[config.mk]
export PLATFORM = sky130hd
export DESIGN_NAME = shift_add_mult
export DESIGN_NICKNAME = d
export VERILOG_FILES = /design/src/rtl/shift_add_mult.sv
export SDC_FILE = /design/constraint.sdc
export NUM_CORES = 1
export LEC_CHECK = 0
export CORE_MARGIN = 1
export CORE_UTILIZATION = 25
export CTS_BUF_LIST = sky130_fd_sc_hd__clkbuf_4
export CTS_CLUSTER_DIAMETER = 100
export DETAILED_ROUTE_END_ITERATION = 10
export PLACE_DENSITY = 0.52
export SETUP_SLACK_MARGIN = 0.3
export SLEW_MARGIN = 0
export SYNTH_ARGS = -nofsm -noshare
export SYNTH_HDL_FRONTEND = slang
export SYNTH_SLANG_ARGS = --single-unit
[constraint.sdc]
create_clock -name clk -period 3.2 [get_ports clk]
set_clock_uncertainty 0.2 [all_clocks]
set_input_delay 0.48 -clock clk [delete_from_list [all_inputs] [get_ports clk]]
set_output_delay 0.48 -clock clk [all_outputs]
set_load 0.05 [all_outputs]
[src/rtl/shift_add_mult.sv]
`default_nettype none
// ============================================================================
// Module      : shift_add_mult
// Description : Sequential unsigned shift-and-add multiplier.
//               Multiplies a WIDTH-bit multiplicand (inA) by a WIDTH-bit
//               multiplier (inB) into a 2*WIDTH-bit product over many cycles
//               using a start/done handshake and one five-state FSM.
//               Optional feature macro: SHIFT_ADD_MULT_EARLY_EXIT_EN
//                 defined   -> TEST ends the operation as soon as the
//                              remaining multiplier bits are all zero
//                 undefined -> always WIDTH shift steps (fixed latency
//                              2*WIDTH + popcount(inB))
// Revision    : 1.0 - initial release
// ============================================================================
module shift_add_mult #(
  parameter int WIDTH = 25
) (
  input  logic                 clk,
  input  logic                 reset,
  input  logic                 start,
  input  logic [WIDTH-1:0]     inA,
  input  logic [WIDTH-1:0]     inB,
  output logic [2*WIDTH-1:0]   product,
  output logic                 done,
  output logic                 busy,
  output logic [2:0]           state,
  output logic [7:0]           count
);

  // FSM state encoding (codes 5..7 are illegal and recover to IDLE)
  localparam logic [2:0] c_IDLE  = 3'd0;
  localparam logic [2:0] c_TEST  = 3'd1;
  localparam logic [2:0] c_ADD   = 3'd2;
  localparam logic [2:0] c_SHIFT = 3'd3;
  localparam logic [2:0] c_DONE  = 3'd4;

  // Pre-increment count value on the final SHIFT step
  localparam logic [7:0] c_LAST_CNT = 8'(WIDTH - 1);

  logic [2:0]         r_state;
  logic [2:0]         w_next_state;
  logic [2*WIDTH-1:0] r_m;        // multiplicand, shifted left each step
  logic [WIDTH-1:0]   r_q;        // multiplier, shifted right each step
  logic [2*WIDTH-1:0] r_product;  // running accumulator
  logic [7:0]         r_count;    // SHIFT steps completed
  logic               w_start_ok; // start is honoured only in IDLE/DONE

`ifdef SHIFT_ADD_MULT_EARLY_EXIT_EN
  logic               w_q_zero;
  assign w_q_zero = (r_q == '0);
`else
  logic               w_last_shift;
  assign w_last_shift = (r_count == c_LAST_CNT);
`endif

  assign w_start_ok = start && ((r_state == c_IDLE) || (r_state == c_DONE));

  // Next-state decode for the multiplier sequencer
  always_comb begin
    w_next_state = r_state;
    case (r_state)
      c_IDLE: begin
        if (start) begin
          w_next_state = c_TEST;
        end
      end
      c_TEST: begin
`ifdef SHIFT_ADD_MULT_EARLY_EXIT_EN
        // No multiplier bits left: the accumulator is already final.
        if (w_q_zero) begin
          w_next_state = c_DONE;
        end else if (r_q[0]) begin
          w_next_state = c_ADD;
        end else begin
          w_next_state = c_SHIFT;
        end
`else
        if (r_q[0]) begin
          w_next_state = c_ADD;
        end else begin
          w_next_state = c_SHIFT;
        end
`endif
      end
      c_ADD: begin
        w_next_state = c_SHIFT;
      end
      c_SHIFT: begin
`ifdef SHIFT_ADD_MULT_EARLY_EXIT_EN
        // Q is all zeros after WIDTH shifts, so TEST always terminates;
        // this keeps termination in a single place.
        w_next_state = c_TEST;
`else
        if (w_last_shift) begin
          w_next_state = c_DONE;
        end else begin
          w_next_state = c_TEST;
        end
`endif
      end
      c_DONE: begin
        if (start) begin
          w_next_state = c_TEST;
        end
      end
      default: begin
        w_next_state = c_IDLE;
      end
    endcase
  end

  // State register and shift/add datapath; reset aborts any operation
  always_ff @(posedge clk) begin
    if (reset) begin
      r_state   <= c_IDLE;
      r_m       <= '0;
      r_q       <= '0;
      r_product <= '0;
      r_count   <= '0;
    end else begin
      r_state <= w_next_state;
      if (w_start_ok) begin
        r_m       <= {{WIDTH{1'b0}}, inA};
        r_q       <= inB;
        r_product <= '0;
        r_count   <= '0;
      end else if (r_state == c_ADD) begin
        // M never exceeds inA << (WIDTH-1), so the sum fits 2*WIDTH bits.
        r_product <= r_product + r_m;
      end else if (r_state == c_SHIFT) begin
        r_m     <= r_m << 1;
        r_q     <= r_q >> 1;
        r_count <= r_count + 8'd1;
      end
    end
  end

  assign product = r_product;
  assign state   = r_state;
  assign count   = r_count;
  assign done    = (r_state == c_DONE);
  assign busy    = (r_state == c_TEST) || (r_state == c_ADD) ||
                   (r_state == c_SHIFT);

endmodule
`default_nettype wire

# ---- After elaboration in Yosys (flattened, before gate mapping)
# Index checks and enable logic that the tools add are counted.
dict set report word_totals {
  register_bits 136
  latch_bits 0
  ram_bits 0
  rom_bits 0
  inputBits 53
  wordCells 36
  mem_count 0
}
dict set report classes {
  add_sub_neg 2
  multipliers 0
  div_mod_pow 0
  magnitude_cmp 0
  eq_ne 7
  n_shift 0
  mux 10
  bitwise 1
  reduce_logical 10
}
# op n
set op_table {}
lappend op_table {{25-bit two-way mux} 6}
lappend op_table {{50-bit adder} 1}
lappend op_table {{3-bit one-hot mux with 4 select lines} 1}
lappend op_table {{8-bit by 1-bit adder with 8-bit output (second input constant)} 1}
lappend op_table {{8-bit by 5-bit equality test with 1-bit output (second input constant)} 1}
lappend op_table {{3-bit by 2-bit equality test with 1-bit output (second input constant)} 2}
lappend op_table {{3-bit two-way mux} 2}
lappend op_table {{2-bit AND reduction} 2}
lappend op_table {{2-bit OR reduction} 2}
lappend op_table {{3-bit by 1-bit equality test with 1-bit output (second input constant)} 1}
lappend op_table {{3-bit equality test (second input constant)} 1}
lappend op_table {{3-bit logical NOT} 1}
lappend op_table {{1-bit logical OR} 3}
lappend op_table {{2-bit by 1-bit inequality test with 1-bit output (second input constant)} 1}
lappend op_table {{2-bit inequality test (second input constant)} 1}
lappend op_table {{2-bit nonzero test} 1}
lappend op_table {{1-bit logical AND} 1}
lappend op_table {{1-bit two-way mux} 1}
lappend op_table {{1-bit inverter} 1}

# ---- Longest topological paths before layout
# Gate-level depths: netlist of run 1.
dict set report logic_depth {
  word_depth 5
  ltp_mapped 12
}

# ---- Worst setup path after synthesis of run 1
# OpenSTA, ideal clock, no wires.
dict set report synth_timing {
  kind {reg-to-reg}
  start {register r_product[0] (netlist: product[0])}
  end {register r_product[46] (netlist: product[46])}
  arrival_ns 3.056
  required_ns 2.878
  path_slack_ns -0.178
  stages_incl_launch_ff 13
  n_path_buf 0
  period_less_slack_ns 3.378
  cell_sequence {dfxtp_1 ha_1 inv_1 fa_1 nor2b_4 o31ai_1 a21o_1 o21ai_2 a211oi_4 o311ai_4 a41oi_4 o31a_1 a221o_1}
}
dict set report synth_between {
  elab_chain_cells 1
}
# element line_no
set synth_lines {}
lappend synth_lines {{start, declared} 44} ;# logic [2*WIDTH-1:0] r_product;
lappend synth_lines {{start signal, assigned} 129} ;# r_product <= r_product + r_m;
lappend synth_lines {{50-bit adder} 129}
# No other way between the ends.
# A chain may end at the register's enable or synchronous reset.

# ---- Worst setup path after layout of run 1
dict set report layout_timing {
  start {register r_m[0]}
  end {register r_product[46] (netlist: product[46])}
}
dict set report layout_between {
  elab_chain_cells 1
}
# element line_no
set layout_lines {}
lappend layout_lines {{start, declared} 42} ;# logic [2*WIDTH-1:0] r_m;
lappend layout_lines {{start signal, assigned} 123} ;# r_m <= {{WIDTH{1'b0}}, inA};
lappend layout_lines {{start signal, assigned} 131} ;# r_m <= r_m << 1;
lappend layout_lines {{50-bit adder} 129}
# No other way between the ends.

==> results of run 1 <==
layer usage:
metal / global-route usage, % / vias up / routed length [µm]
li1: - / 3980 / -
met1: 20.5 / 3742 / 11900
met2: 24.4 / 163 / 11400
met3: 4.29 / 8 / 1380
met4: 3.42 / 0 / 159
met5: 0 / - / 0
state kept, by name, summed over array words and instances (netlist names):
register,flops
product,50
r_q,25
state,3
r_m,50
count,8
power groups by stage:
| stage | sequential [mW] | clock (mW) | combinational, mW |
|---|---|---|---|
| 4_1_cts | 2.00 | 1.24 | 1.56 |
| 3_5_place_dp | 2.04 | 0 | 1.55 |
| 6_report | 2.00 | 1.19 | 1.55 |
| 3_3_place_gp | 2.03 | 0 | 1.54 |
| 2_1_floorplan | 2.09 | 0 | 0.968 |
| 5_1_grt | 2.02 | 1.33 | 1.71 |
worst max-delay path, stage by stage, from the launching register on:
cell,delay [ns]
dfxtp_4,0.38
ha_4,0.13
inv_1,0.05
fa_2,0.36
nor2b_4,0.14
o31ai_2,0.07
a21o_1,0.21
o21ai_4,0.18
a211oi_4,0.10
o311ai_4,0.34
a41oi_4,0.20
o31a_1,0.27
a221o_1,0.26
per-stage QoR:
step	util (%)	hold slack, ns	worst slack (ns)	area, µm²
after floorplan	-	0.237	0.184	8060
after global placement	30.6	0.244	0.0799	9650
after detailed placement	30.6	0.250	-0.0119	9650
after CTS	31.9	0.267	0.188	10100
after global routing	32.4	0.282	0.0884	10200
final	32.4	0.264	0.202	10200
path summary, 6_finish.rpt:
kind / startpoint / to / slack, ns / depth (start not counted)
setup reg to reg: r_m[0]$_SDFFE_PP0P_ / product[46]$_SDFFE_PP0P_ / 0.20 / 12
setup / recovery: r_m[0]$_SDFFE_PP0P_ / product[46]$_SDFFE_PP0P_ / 0.20 / 12
hold / removal: r_q[2]$_SDFFE_PP0P_ / r_q[2]$_SDFFE_PP0P_ / 0.26 / 2
hold reg to reg: r_q[2]$_SDFFE_PP0P_ / r_q[2]$_SDFFE_PP0P_ / 0.26 / 2
final cells by class:
cell class | count | area, µm²
fillers | 3421 | 21300
clock buffers | 18 | 135
multi-input cells | 823 | 5150
clock inverters | 14 | 149
diodes | 2 | 5.00
flip-flops and latches | 136 | 2740
well taps | 402 | 503
repair buffers | 152 | 1440
inverters | 28 | 105
cells by family (layout without fill, tap and decap cells):
group	count (synthesis)	count (layout)	synth area share, %
AOI/OAI and AO/OA	367	367	28.4
and+or+nand+nor	366	366	20.6
DFF	136	136	33.9
buffers and inverters	95	212	4.74
adders and majority gates	52	52	8.20
xor gates and xnor gates	38	38	4.15
other	0	2	0
what timing repair did:
item | 4_1_cts | 5_1_grt
pin swaps | 8 | 12
endpoints found under the hold margin | 5 | 0
resized for setup | 21 | 34
setup buffers | 5 | 6
hold buffers | 1 | 0
endpoints found under the setup margin | 19 | 25
synthesized netlist by cell type, types with 5 or more instances:
library cell | count | area, µm²
a22oi_1 | 51 | 383
o211ai_1 | 5 | 37.5
buf_2 | 10 | 50.1
and2_1 | 5 | 31.3
a211oi_1 | 7 | 52.6
ha_1 | 51 | 638
nor2_1 | 45 | 169
and3_1 | 5 | 31.3
xnor2_1 | 24 | 210
clkbuf_1 | 46 | 173
nand4_1 | 17 | 106
a21o_1 | 27 | 203
o21bai_1 | 11 | 82.6
a31oi_1 | 7 | 43.8
xor2_1 | 14 | 123
buf_1 | 9 | 33.8
nand2_1 | 204 | 766
or2_2 | 7 | 43.8
dfxtp_1 | 136 | 2720
o21ai_0 | 45 | 225
or3_1 | 8 | 50.1
nand3_1 | 33 | 165
nor3_1 | 15 | 75.1
inv_1 | 28 | 105
a21oi_1 | 174 | 871
==> metrics.yaml, run 1 <==
hold_viol: 0
drive_gt1_share_pct: 11.9
die_h_um: 181
cap_violations: 0
wl_um: 24900
cts_inserted_buffers: 17
critPathKind: "reg -> reg"
grt_overflow: 0
dr.first_iter.drc_count: 510
status: "finished, final reports clean"
cts_tree: "done"
finalSetupViolCount: 0
rsz0062_at_grt: "true"
clock_latency_ns: 0.57
hold_path.class: "reg -> reg"
ir_drop_v: 0.000287
intPower_mw: 2.83
p_sw_share_pct: 40.4
grt_pass1_wl_um: 40800
crit_fanout: 5
critPathCaptureType: "flop"
vias: 7893
ys_ff_latch: 136
clock.fmax_mhz: 334
port_buffers: 115
final_common_cell: "nand2_1"
leakage_nw: 3.72
switching_power_mw: 1.92
powerDensity_nw_per_um2: 464
dr.pass1.iters: 5
cts_root_buffer: "clkbuf_4"
vias_per_cell: 5.01
arrival_ns: 3.28
htreeDepth: 4
final_cell_mix: "nand2_1 (204), a21oi_1 (164), dfxtp_1 (125)"
p_comb_share_pct: 32.7
nets: 1263
p_seq_share_pct: 42.2
stdcell_count: 1575
io_pins: 116
synth.net_count: 1159
relSlewSlack_pct: 22.2
gp_congestion: 0.855
core_um2: 31600
critPathRequiredTime_ns: 3.48
start_util_pct: 25.4
antenna_found_initial: 1
rows: 65
drc_errors: 0
grt.total_usage_pct: 15.4
finalSetupTns_ns: 0
critPathLaunchType: "flop"
syn_inst: 1054
synthDistinctLibCells: 69
grt_max_degree: 74
synthFlopType: "dfxtp_1"
die_w_um: 181
synth_area_um2: 8030
seq_area_frac_synth_pct: 33.9
postRouteAntennaNets: 0
avgSynthCellArea_um2: 7.62
ys.warnings.count: 0
clkPwrFrac_pct: 25.1
hpwlAfterDp_um: 18000
synth-async-reset-ratio_pct: 0
cts_num_sinks: 136
min_period_ns: 3.00
path_clk_slew_ns: 0.14
grt_pass1_vias: 7558
dieArea_um2: 32800
synthToLayoutAreaGrowth_pct: 27.4
finalPower_mw: 4.75
dp.cells: 1529
worst_pin_slew_ns: 1.16
drv_slew: 0
min_period_over_period_pct: 93.7
synth_edf_count: 0
cts.path.max_buffers: 2
avgRoutedWirePerCell_um: 15.8
Power figures use the tool's default switching activity.
==> inputs of run 2 (changes only) <==
Settings changed: CORE_MARGIN 1 to 10.
==> run 2 against run 1 <==
- the flow now finishes with violations (design-rule violations)
- global-route usage down 2.4 points
- combinational power up 5%
- sequential share of layout area down 0.40 points
- critical path type unchanged
- largest cell class unchanged
==> metrics.yaml, run 2 (synthesis gave the netlist of run 1 again) <==
ir_drop_v: 0.000289
dp.cells: 1533
die_h_um: 199
cts_inserted_buffers: 17
avgRoutedWirePerCell_um: 16.5
grtUsageMet3_pct: 4.47
path_clk_slew_ns: 0.17
worst_pin_slew_ns: 1.00
finalPower_mw: 4.96
wl_um: 25900
cpLargestDelayFamily: "compound AO/OA/AOI/OAI gates"
grt_pass1_wl_um: 41200
crit_fanout: 5
cp.buffers_inverters: 1
hold_path.class: "reg -> reg"
htreeDepth: 4
finalSetupViolCount: 0
io_pins: 116
grt_overflow: 0
postRouteAntennaNets: 0
met1_usage_pct: 16.8
cpMaxStageDelayCell: "dfxtp_4"
critPathKind: "reg -> reg"
dr.pass1.iters: 8
finalSetupTns_ns: 0
stdcell_count: 1576
arrival_ns: 3.23
critPathRequiredTime_ns: 3.47
multi_input_area_um2: 5230
grt.total_usage_pct: 12.9
status: "complete, but fails checks"
slowest_delay_ns: 0.39
dr.first_iter.drc_count: 422
cap_violations: 0
rows: 65
drc_errors: 2
holdWs_ns: 0.264
grt_max_degree: 51
busiest_layer: "met2"
clock_latency_ns: 0.59
antenna_found_initial: 1
start_util_pct: 25.4
violations: "design-rule violations"
cts_root_buffer: "clkbuf_4"
die_w_um: 199
hold_viol: 0
min_period_ns: 2.96
min_period_over_period_pct: 92.4
core_um2: 31600
hpwlAfterDp_um: 19400
grt_pass1_vias: 7494
clock.fmax_mhz: 338
final_common_cell: "nand2_1"
drive_gt1_share_pct: 12.5
cts.path.max_buffers: 2
leakage_nw: 3.75
drv_slew: 0
nets: 1265
vias_per_cell: 4.98
place_ws_ns: 0.121
relSlewSlack_pct: 33.1
synthToLayoutAreaGrowth_pct: 29.3
use_met2_pct: 19.6
gp_congestion: 0.845
cts_tree: "done"
rrSetupSlack_ns: 0.24
worst_slack_ns: 0.242
rsz0062_at_grt: "true"
critPathLaunchType: "flop"
dieArea_um2: 39700
crit_path_cell_trace: "ha_4 > inv_2 > fa_2 > nor2b_4 > o31ai_4 > a21o_1 > o21ai_2 > a211oi_4 > o311ai_4 > a41oi_4 > o31a_1 > a221o_1"
vias: 7854
powerDensity_nw_per_um2: 478
regArea_um2: 2740
cts_num_sinks: 136
critPathCaptureType: "flop"
nFillCells: 3360
port_buffers: 115
final_cell_mix: "nand2_1 (204), a21oi_1 (164), dfxtp_1 (124)"
==> run 2: changes by cell type in the layout (fill, tap and decap cells not counted), moves of 3 or more <==
cell	change
a21oi_4	+3
o21ai_0	+3
a21oi_2	-3
ha_1	-3
ha_4	+5
inv_6	+3
==> run 2: worst paths after layout <==
| path | start | end | cells past startpoint |
|---|---|---|---|
| min reg2reg | r_q[4]$_SDFFE_PP0P_ | r_q[4]$_SDFFE_PP0P_ | 2 |
| max | product[0]$_SDFFE_PP0P_ | product[46]$_SDFFE_PP0P_ | 12 |
| min | r_q[4]$_SDFFE_PP0P_ | r_q[4]$_SDFFE_PP0P_ | 2 |
| max reg2reg | product[0]$_SDFFE_PP0P_ | product[46]$_SDFFE_PP0P_ | 12 |
==> run 2: worst min-delay path, stage by stage, from the launching register on <==
cell,delay [ns]
dfxtp_1,0.33
nand2_1,0.05
a21oi_1,0.05
==> run 2: area by class of cell <==
type | instances | area share (%)
tap | 402 | 4.85
timing repair buffer | 154 | 14.3
antenna | 1 | 0.0241
clock buffer | 18 | 1.30
inverter | 28 | 1.01
multi-input combinational | 823 | 50.3
clock inverter | 14 | 1.77
sequential | 136 | 26.4
==> run 2: stage by stage <==
step	area, µm²	util (%)
finish	10400	32.8
global route	10400	32.8
CTS	10100	32.0
detailed placement	9710	30.7
global placement	9710	30.7
floorplan	8060	-
==> run 2: routing by layer <==
layer  wire (µm)  vias to the layer above
li1            -                     3992
met2       11500                      151
met4         393                        0
met3        1770                       19
met5           0                        -
met1       12300                     3692
==> run 2: power by group <==
part,leakage (nW),internal (mW),switching (mW)
logic,2.47,0.554,1.07
registers,1.11,1.85,0.154
clock network,0.171,0.571,0.758
==> run 2: timing repair <==
item / in CTS / in global routing
pin swaps: 2 / 13
buffers inserted: 5 / 4
resized for setup: 14 / 49
hold buffers: 1 / 0
endpoints found under the hold margin: 3 / 0
endpoints found under the setup margin: 19 / 23
